==> src/rtl/starfield_ctrl.sv <==
// starfield_ctrl: register front-end and motion sequencer for the starfield.
// Keeps shadow copies of the starfield registers and writes them through the
// starfield's single write port. A CPU write always takes the port first.
// In auto mode it moves speed and direction one step toward the CPU-set
// targets once every (rate+1) unpaused frames.
// Ports:
//   clk, rst          clock and synchronous active-high reset
//   vblank, pause     frame level (a rising edge is one frame) and ramp freeze
//   cpu_addr/data/write  CPU register write; cpu_rdata is the registered readback
//   sf_addr/data/write   starfield register write port (single-cycle pulse)
//   busy, ramp_done   init or pending flush / current values equal the targets
module starfield_ctrl #(
  parameter int RATE_W = 8
) (
  input  logic       clk,
  input  logic       rst,
  input  logic       vblank,
  input  logic       pause,
  input  logic [3:0] cpu_addr,
  input  logic [7:0] cpu_data,
  input  logic       cpu_write,
  output logic [7:0] cpu_rdata,
  output logic [2:0] sf_addr,
  output logic [7:0] sf_data,
  output logic       sf_write,
  output logic       busy,
  output logic       ramp_done
);
  typedef enum logic {S_INIT, S_RUN} state_t;

  state_t            state;
  logic [2:0]        init_idx;   // 0..4 = next address to write, 5 = done
  logic              enable, hdir, vdir, tgt_hdir, tgt_vdir, auto_en;
  logic [7:0]        hspd, vspd, tgt_hspd, tgt_vspd;
  logic [RATE_W-1:0] rate, frame_cnt;
  logic              vb_q;
  logic [3:0]        dirty;      // bit i = starfield field i+1 (hdir, hspd, vdir, vspd)

  // One step toward the target: shed speed before reversing direction.
  function automatic logic [8:0] step_axis(input logic dir, input logic [7:0] spd,
                                           input logic tdir, input logic [7:0] tspd);
    if (dir != tdir)  return (spd == 8'd0) ? {~dir, spd} : {dir, spd - 8'd1};
    else if (spd < tspd) return {dir, spd + 8'd1};
    else if (spd > tspd) return {dir, spd - 8'd1};
    else return {dir, spd};
  endfunction

  logic       tick, do_step, cpu_pt, flush, init_wr;
  logic [8:0] h_nx, v_nx;
  logic [3:0] step_chg, dirty_nx;
  logic [2:0] flush_addr, wr_addr;
  logic [7:0] wr_data, rd_nx;
  logic [7:0] fval [5];

  always_comb begin
    fval[0] = {7'd0, enable};
    fval[1] = {7'd0, hdir};
    fval[2] = hspd;
    fval[3] = {7'd0, vdir};
    fval[4] = vspd;

    tick    = vblank && !vb_q && auto_en && !pause;
    // A step is dropped (not deferred) while an earlier step is still flushing.
    do_step = tick && (frame_cnt == rate) && (dirty == 4'd0);
    h_nx    = step_axis(hdir, hspd, tgt_hdir, tgt_hspd);
    v_nx    = step_axis(vdir, vspd, tgt_vdir, tgt_vspd);
    step_chg = 4'd0;
    if (do_step)
      step_chg = {v_nx[7:0] != vspd, v_nx[8] != vdir, h_nx[7:0] != hspd, h_nx[8] != hdir};

    cpu_pt  = cpu_write && (cpu_addr <= 4'd4);
    init_wr = (state == S_INIT) && (init_idx <= 3'd4) && !cpu_pt;
    flush   = (state == S_RUN) && (dirty != 4'd0) && !cpu_pt;

    flush_addr = 3'd4;
    if (dirty[0])      flush_addr = 3'd1;
    else if (dirty[1]) flush_addr = 3'd2;
    else if (dirty[2]) flush_addr = 3'd3;

    wr_addr = 3'd0;
    wr_data = 8'd0;
    if (cpu_pt) begin
      wr_addr = cpu_addr[2:0];
      wr_data = (cpu_addr == 4'd2 || cpu_addr == 4'd4) ? cpu_data : {7'd0, cpu_data[0]};
    end else if (init_wr) begin
      wr_addr = init_idx;
      wr_data = fval[init_idx];
    end else if (flush) begin
      wr_addr = flush_addr;
      wr_data = fval[flush_addr];
    end

    // Step sets, flush issue clears, and a CPU write to the same field wins last.
    dirty_nx = dirty | step_chg;
    if (flush) dirty_nx[flush_addr - 3'd1] = 1'b0;
    if (cpu_pt && cpu_addr != 4'd0) dirty_nx[cpu_addr[1:0] - 2'd1] = 1'b0;

    case (cpu_addr)
      4'd0:    rd_nx = {7'd0, enable};
      4'd1:    rd_nx = {7'd0, hdir};
      4'd2:    rd_nx = hspd;
      4'd3:    rd_nx = {7'd0, vdir};
      4'd4:    rd_nx = vspd;
      4'd5:    rd_nx = {7'd0, tgt_hdir};
      4'd6:    rd_nx = tgt_hspd;
      4'd7:    rd_nx = {7'd0, tgt_vdir};
      4'd8:    rd_nx = tgt_vspd;
      4'd9:    rd_nx = 8'(rate);
      4'd10:   rd_nx = {7'd0, auto_en};
      4'd11:   rd_nx = {6'd0, ramp_done, busy};
      default: rd_nx = 8'd0;
    endcase
  end

  assign busy      = (state == S_INIT) || (dirty != 4'd0);
  assign ramp_done = (hdir == tgt_hdir) && (hspd == tgt_hspd) &&
                     (vdir == tgt_vdir) && (vspd == tgt_vspd);

  always_ff @(posedge clk) begin
    if (rst) begin
      state <= S_INIT;
      init_idx <= 3'd0;
      {enable, hdir, vdir, tgt_hdir, tgt_vdir, auto_en} <= 6'd0;
      {hspd, vspd, tgt_hspd, tgt_vspd} <= 32'd0;
      rate <= '0;
      frame_cnt <= '0;
      vb_q <= 1'b0;
      dirty <= 4'd0;
      sf_write <= 1'b0;
      sf_addr <= 3'd0;
      sf_data <= 8'd0;
      cpu_rdata <= 8'd0;
    end else begin
      vb_q      <= vblank;
      cpu_rdata <= rd_nx;
      dirty     <= dirty_nx;
      sf_write  <= cpu_pt || init_wr || flush;
      if (cpu_pt || init_wr || flush) begin
        sf_addr <= wr_addr;
        sf_data <= wr_data;
      end
      // Hold one extra cycle after the last init write so busy drops after it.
      if (state == S_INIT && !cpu_pt) begin
        if (init_idx == 3'd5) state <= S_RUN;
        else init_idx <= init_idx + 3'd1;
      end
      if (tick) frame_cnt <= (frame_cnt == rate) ? '0 : frame_cnt + 1'b1;
      if (do_step) begin
        {hdir, hspd} <= h_nx;
        {vdir, vspd} <= v_nx;
      end
      if (cpu_write) begin
        case (cpu_addr)
          4'd0:  enable   <= cpu_data[0];
          4'd1:  hdir     <= cpu_data[0];
          4'd2:  hspd     <= cpu_data;
          4'd3:  vdir     <= cpu_data[0];
          4'd4:  vspd     <= cpu_data;
          4'd5:  tgt_hdir <= cpu_data[0];
          4'd6:  tgt_hspd <= cpu_data;
          4'd7:  tgt_vdir <= cpu_data[0];
          4'd8:  tgt_vspd <= cpu_data;
          4'd9:  rate     <= RATE_W'(cpu_data);
          4'd10: auto_en  <= cpu_data[0];
          default: ;
        endcase
      end
    end
  end
endmodule

==> config.mk <==
export PLATFORM = sky130hd
export DESIGN_NAME = starfield_ctrl
export DESIGN_NICKNAME = d
export VERILOG_FILES = /design/src/rtl/starfield_ctrl.sv
export SDC_FILE = /design/constraint.sdc
export NUM_CORES = 1
export LEC_CHECK = 0
export CAP_MARGIN = 10
export CORE_UTILIZATION = 64
export CTS_CLUSTER_SIZE = 12
export DETAILED_ROUTE_END_ITERATION = 10
export PLACE_DENSITY = 0.93
export SLEW_MARGIN = 20
export SYNTH_ARGS = -nofsm -noshare
export SYNTH_HDL_FRONTEND = slang
export SYNTH_SLANG_ARGS = --single-unit
==> constraint.sdc <==
create_clock -name clk -period 4.5 [get_ports clk]
set_input_delay 0.675 -clock clk [delete_from_list [all_inputs] [get_ports clk]]
set_output_delay 0.675 -clock clk [all_outputs]
set_load 0.05 [all_outputs]
Word-level counts from Yosys, hierarchy flattened
Index checks and enable logic that the tools add are counted.
{"block": "word_totals", "ff_bits": 83, "inputBits": 17, "out_inout_bits": 22, "word_cells": 158}
{"block": "classes", "add_sub_neg": 8, "magnitude_cmp": 12, "eq_ne": 23, "muxes": 45, "bitwise_logic": 11, "reduce_logical": 39}
{"op": "$mux 8", "n": 19}
{"op": "$pmux 8 s12", "n": 1}
{"op": "$bmux 8 s3", "n": 2}
{"op": "$mux 9", "n": 4}
{"op": "$add 8x1->8 const B", "n": 3}
{"op": "$eq 8x8->1", "n": 3}
{"op": "$mux 3", "n": 6}
{"op": "$reduce_and 2->1", "n": 9}
{"op": "$logic_and 1x1->1", "n": 17}
{"op": "$eq 4x3->1 const B", "n": 4}
{"op": "$eq 4x4->1 const B", "n": 4}
{"op": "$gt 8x8->1", "n": 2}
{"op": "$logic_not 8->1", "n": 2}
{"op": "$lt 8x8->1", "n": 2}
{"op": "$ne 8x8->1", "n": 2}
{"op": "$sub 8x1->8 const B", "n": 2}
{"op": "$mux 4", "n": 3}
{"op": "$and 4x4->4", "n": 2}
{"op": "$eq 4x2->1 const B", "n": 2}
{"op": "$ge 4x4->1 const B", "n": 2}
{"op": "$logic_not 4->1", "n": 2}
{"op": "$mux 1", "n": 8}
{"op": "$not 3->4", "n": 2}
{"op": "$not 4->4", "n": 2}
{"op": "19 further kinds", "n": 33}

Logic depth before layout (Yosys ltp)
{"block": "logic_depth", "word_depth": 13, "ltp_mapped": 10}

Least setup slack after synthesis
Ideal clock, no wire load.
{"block": "synth_path", "kind": "flip-flop to output port", "start": "register tgt_hspd[7]", "end": "output port ramp_done", "arrival_time_ns": 2.868, "required_time_ns": 3.825, "path_slack_ns": 0.957, "path_stages_with_launch": 7, "path_buffers": 1, "path_cell_list": "dfxtp_1 > inv_1 > ha_1 > nand4_1 > or2_2 > clkbuf_1 > nor4_1"}
{"block": "synth_via", "elab_chain_cells": 4}
{"item": "start: declaration", "line_no": "34", "rtl": "logic [7:0] hspd, vspd, tgt_hspd, tgt_vspd;"}
{"item": "start signal: assignment", "line_no": "160", "rtl": "4'd6: tgt_hspd <= cpu_data;"}
{"item": "$eq 8x8->1", "line_no": "116", "rtl": "assign ramp_done = (hdir == tgt_hdir) && (hspd == tgt_hspd) &&"}
{"item": "$logic_and 1x1->1 (2 in series)", "line_no": "116"}
{"item": "$logic_and 1x1->1", "line_no": "117", "rtl": "(vdir == tgt_vdir) && (vspd == tgt_vspd);"}
{"item": "end: declaration", "line_no": "27", "rtl": "output logic ramp_done"}
No other way between the ends.

Final worst setup path
{"block": "layout_path", "start": "register vspd[0]", "end": "output port ramp_done"}
{"block": "layout_via", "elab_chain_cells": 2}
{"item": "start: declaration", "line_no": "34"}
{"item": "start signal: assignment", "line_no": "150", "rtl": "{vdir, vspd} <= v_nx;"}
{"item": "start signal: assignment", "line_no": "158", "rtl": "4'd4: vspd <= cpu_data;"}
{"item": "$eq 8x8->1", "line_no": "117"}
{"item": "$logic_and 1x1->1", "line_no": "117"}
No other way between the ends.

==> impl_results.md <==
* Status: finished clean
* Clock sink count at 83
* Slowest cell on crit path: clkdlybuf4s50_1
* Worst setup EP type: output port
* Synth Cell Area at 5550 sq um
* Fin. Hold Viols at 0
* Hold_buf cts at 0
* Worst EP arrival at 3.21 ns
* Primary FF master, synth: dfxtp_1
* Total inserted antenna cells at 0
* Tot Pwr at 1.87 mW
* Min-Delay Path Class: reg2reg
* CP bufs+invs at 2
* GP Congestion at 1.05
* Net Count, Synth at 763
* Clock transition at path regs at 0.10 ns
* Reg2reg end: hspd[2]
* Final Max Slew Viols at 0
* Vias at 5959
* Die height at 95.1 um
* Worst endpoint required time at 3.83 ns
* Yosys reg bits at 83
* Final setup fails at 0
* Cells after Synth at 721
* Post-DP HPWL at 12.9 mm
* FF-to-FF setup slack at 1.41 ns
* Post-synth EDFFs at 0
* Levels on crit path at 6
* Critical Path Start Type: flip-flop
* Seq/Total Area, Yosys at 30.0%
* Core ar. at 8300 sq um
* Critical-path cell list: inv_1 -> ha_1 -> nand4_1 -> or2_2 -> nor4_1 -> clkdlybuf4s50_1
* Vias per cell at 7.03
* Area grow syn2layout at 11.2%
* Ys Warns at 0
* Crit Path Max Fanout at 7
* Period utilisation layout at 86.2%
* Total Wirelength at 18.2 mm
* Skew-Pair Late Insertion Delay at 0.38 ns
* Initial Util at 66.8%
* Maximum clock path buffer count at 2
* Nets@finish at 780
* Die X at 95.1 um
* Syn avg cell area at 7.69 sq um
* Crit Path Class: reg2out
* Worst-margin pin slew at 0.957 ns
* Worst Reg-to-Reg Cells at 8
* Tmin final at 3.88 ns
* Simple-gate share of the synthesized area at 25.4%
* Yosys cell types at 76
* Max Cap Viol at 0
* Number of global-route vias before repair at 5484
* Die area at 9040 sq um
* Max-slew headroom at 35.6%
* Final TNS setup at 0 ns
* CP endpoint: ramp_done
* # DRC at 0
* Routed Antenna Nets at 0
* Worst clock skew at 0.0149 ns
* Ranking of synthesized cells by area: dfxtp_1, a21oi_1, nand2_1, ha_1, nor2_1
* IO Port Bufs at 38
* Setup repair bufs after CTS at 0
* Overflow after GRT at 0
* Crit path launch: vspd[0]
* First-pass GRT wire length at 28.5 mm
* Synth Area in XOR/XNOR at 5.53%
* Num CTS Buffers at 9
* Power Density at 304 nW/um^2
* Ports at 39
* Htree depth at 3
* Initial antenna violation count at 1
* PostCTS Resize Cnt at 0
* Synth async-reset ratio at 0%
* Pin count of the biggest net entering global routing at 73
* Layout cell share with drive strength beyond 1 at 6.86%
* Area leader, netlist: dfxtp_1
* CTS root buffer: clkbuf_8
* Complex-gate fraction of the synthesized area at 25.2%
* Adder-Cell Fraction of Synth Area at 5.64%
* Fmax at 0.258 GHz
* Leak Pwr at 2.15 nW
* Area share of the largest cell type after synthesis at 30.0%
* DRT iter0 DRCs at 773
* RSZ-0062 raised after global routing: false
* Crit Reg-Reg Startpoint: hspd[7]
* First-pass DRT Iterations at 8
* Routed WL per cell at 21.4 um
* Post-synthesis mux area share at 1.67%
* Largest family of logic cells by synthesized area: simple AND/OR/NAND/NOR gates
* Slowest stage delay, CP at 0.91 ns
* Rows at 33
* Peak supply drop at 186 uV
* GRT Total Usage at 41.7%
* Family with the most delay on the worst path: buffers and inverters
* TritonCTS clock tree: built
[flip-flops by register name, indices dropped and copies added, names as in the netlist, 3 cells and up]
register	flops
cpu_rdata	8
dirty	4
frame_cnt	8
hspd	8
init_idx	3
rate	8
sf_addr	3
sf_data	8
tgt_hspd	8
tgt_vspd	8
vspd	8
[worst min path at each step]
stage	from	endpoint	slack, ns	cells after the start
2_1_floorplan	tgt_vspd[1]	tgt_vspd[1]	0.45	2
3_3_place_gp	tgt_hspd[7]	tgt_hspd[7]	0.46	2
3_5_place_dp	tgt_hspd[1]	tgt_hspd[1]	0.47	2
4_1_cts	tgt_hspd[1]	tgt_hspd[1]	0.48	2
5_1_grt	tgt_vspd[7]	tgt_vspd[7]	0.50	2
6_report	tgt_hspd[1]	tgt_hspd[1]	0.48	2
[power by group]
| part | switching, mW | internal [mW] | leakage, nW |
|---|---|---|---|
| sequential | 0.0296 | 0.752 | 0.671 |
| clock | 0.328 | 0.381 | 0.128 |
| combinational | 0.250 | 0.134 | 1.35 |
| total | 0.607 | 1.27 | 2.15 |
[area by class of cell]
type	count	area, sq um
fillers	646	2130
multi-input cells	560	3520
well taps	105	131
flip-flops and latches	83	1660
clock inverters	7	130
inverters	32	120
clock buffers	9	124
repair buffers	52	480
[Yosys cell counts (all sizes together) (10+ instances only)]
cell type / number
nand2: 85
buf: 11
o21ai: 25
a222oi: 13
a21oi: 65
a31oi: 10
clkbuf: 34
inv: 32
nand3: 43
a22oi: 11
xor2: 11
ha: 25
nor2: 68
a211oi: 10
xnor2: 24
nand4: 13
dfxtp: 83
nor3: 25
o211ai: 10
[worst register-to-register path, delay by kind of cell (launching register included)]
family,cells,cell delay (ns)
compound gates,6,1.91
flops,1,0.57
fa+ha+maj,1,0.33
simple gates,1,0.14
[placed cells by master, fill, tap and decap left out, types with 12 or more instances in the layout]
| cell | count |
|---|---|
| clkdlybuf4s50_1 | 37 |
| nor2_1 | 68 |
| o21ai_0 | 20 |
| xnor2_1 | 24 |
| a21oi_1 | 64 |
| nand2_1 | 84 |
| nand4_1 | 12 |
| nand3_1 | 43 |
| inv_1 | 32 |
| ha_1 | 25 |
| a222oi_1 | 13 |
| buf_4 | 14 |
| dfxtp_1 | 83 |
| nor3_1 | 23 |
[stage by stage]
step	utilization, %	instance area, sq um	hold WS, ns	instances	setup WS, ns
floorplan	-	5550	0.449	721	0.957
global route	74.3	6170	0.505	848	0.565
global placement	71.2	5910	0.458	832	1.13
detailed placement	71.2	5910	0.467	832	1.14
finish	74.3	6170	0.482	848	0.620
CTS	74.3	6170	0.482	848	0.698
[logic make-up (layout without fill, tap and decap cells)]
| kind of cell | count (synthesis) | count (layout) |
|---|---|---|
| XOR/XNOR | 35 | 35 |
| buffers and inverters | 78 | 100 |
| adder cells (fa/ha/maj) | 25 | 25 |
| multiplexers | 8 | 8 |
| flip-flops | 83 | 83 |
| AO/OA/AOI/OAI | 203 | 203 |
| AND/OR/NAND/NOR | 289 | 289 |
[per-layer routing]
layer / up-vias / routed length [um] / GRT usage [%]
li1: 2680 / - / -
met4: 2 / 925 / 23.0
met2: 411 / 8170 / 64.6
met1: 2776 / 6840 / 53.0
met5: - / 11 / 0
met3: 90 / 2210 / 10.1
(Power assumes the default switching activity.)
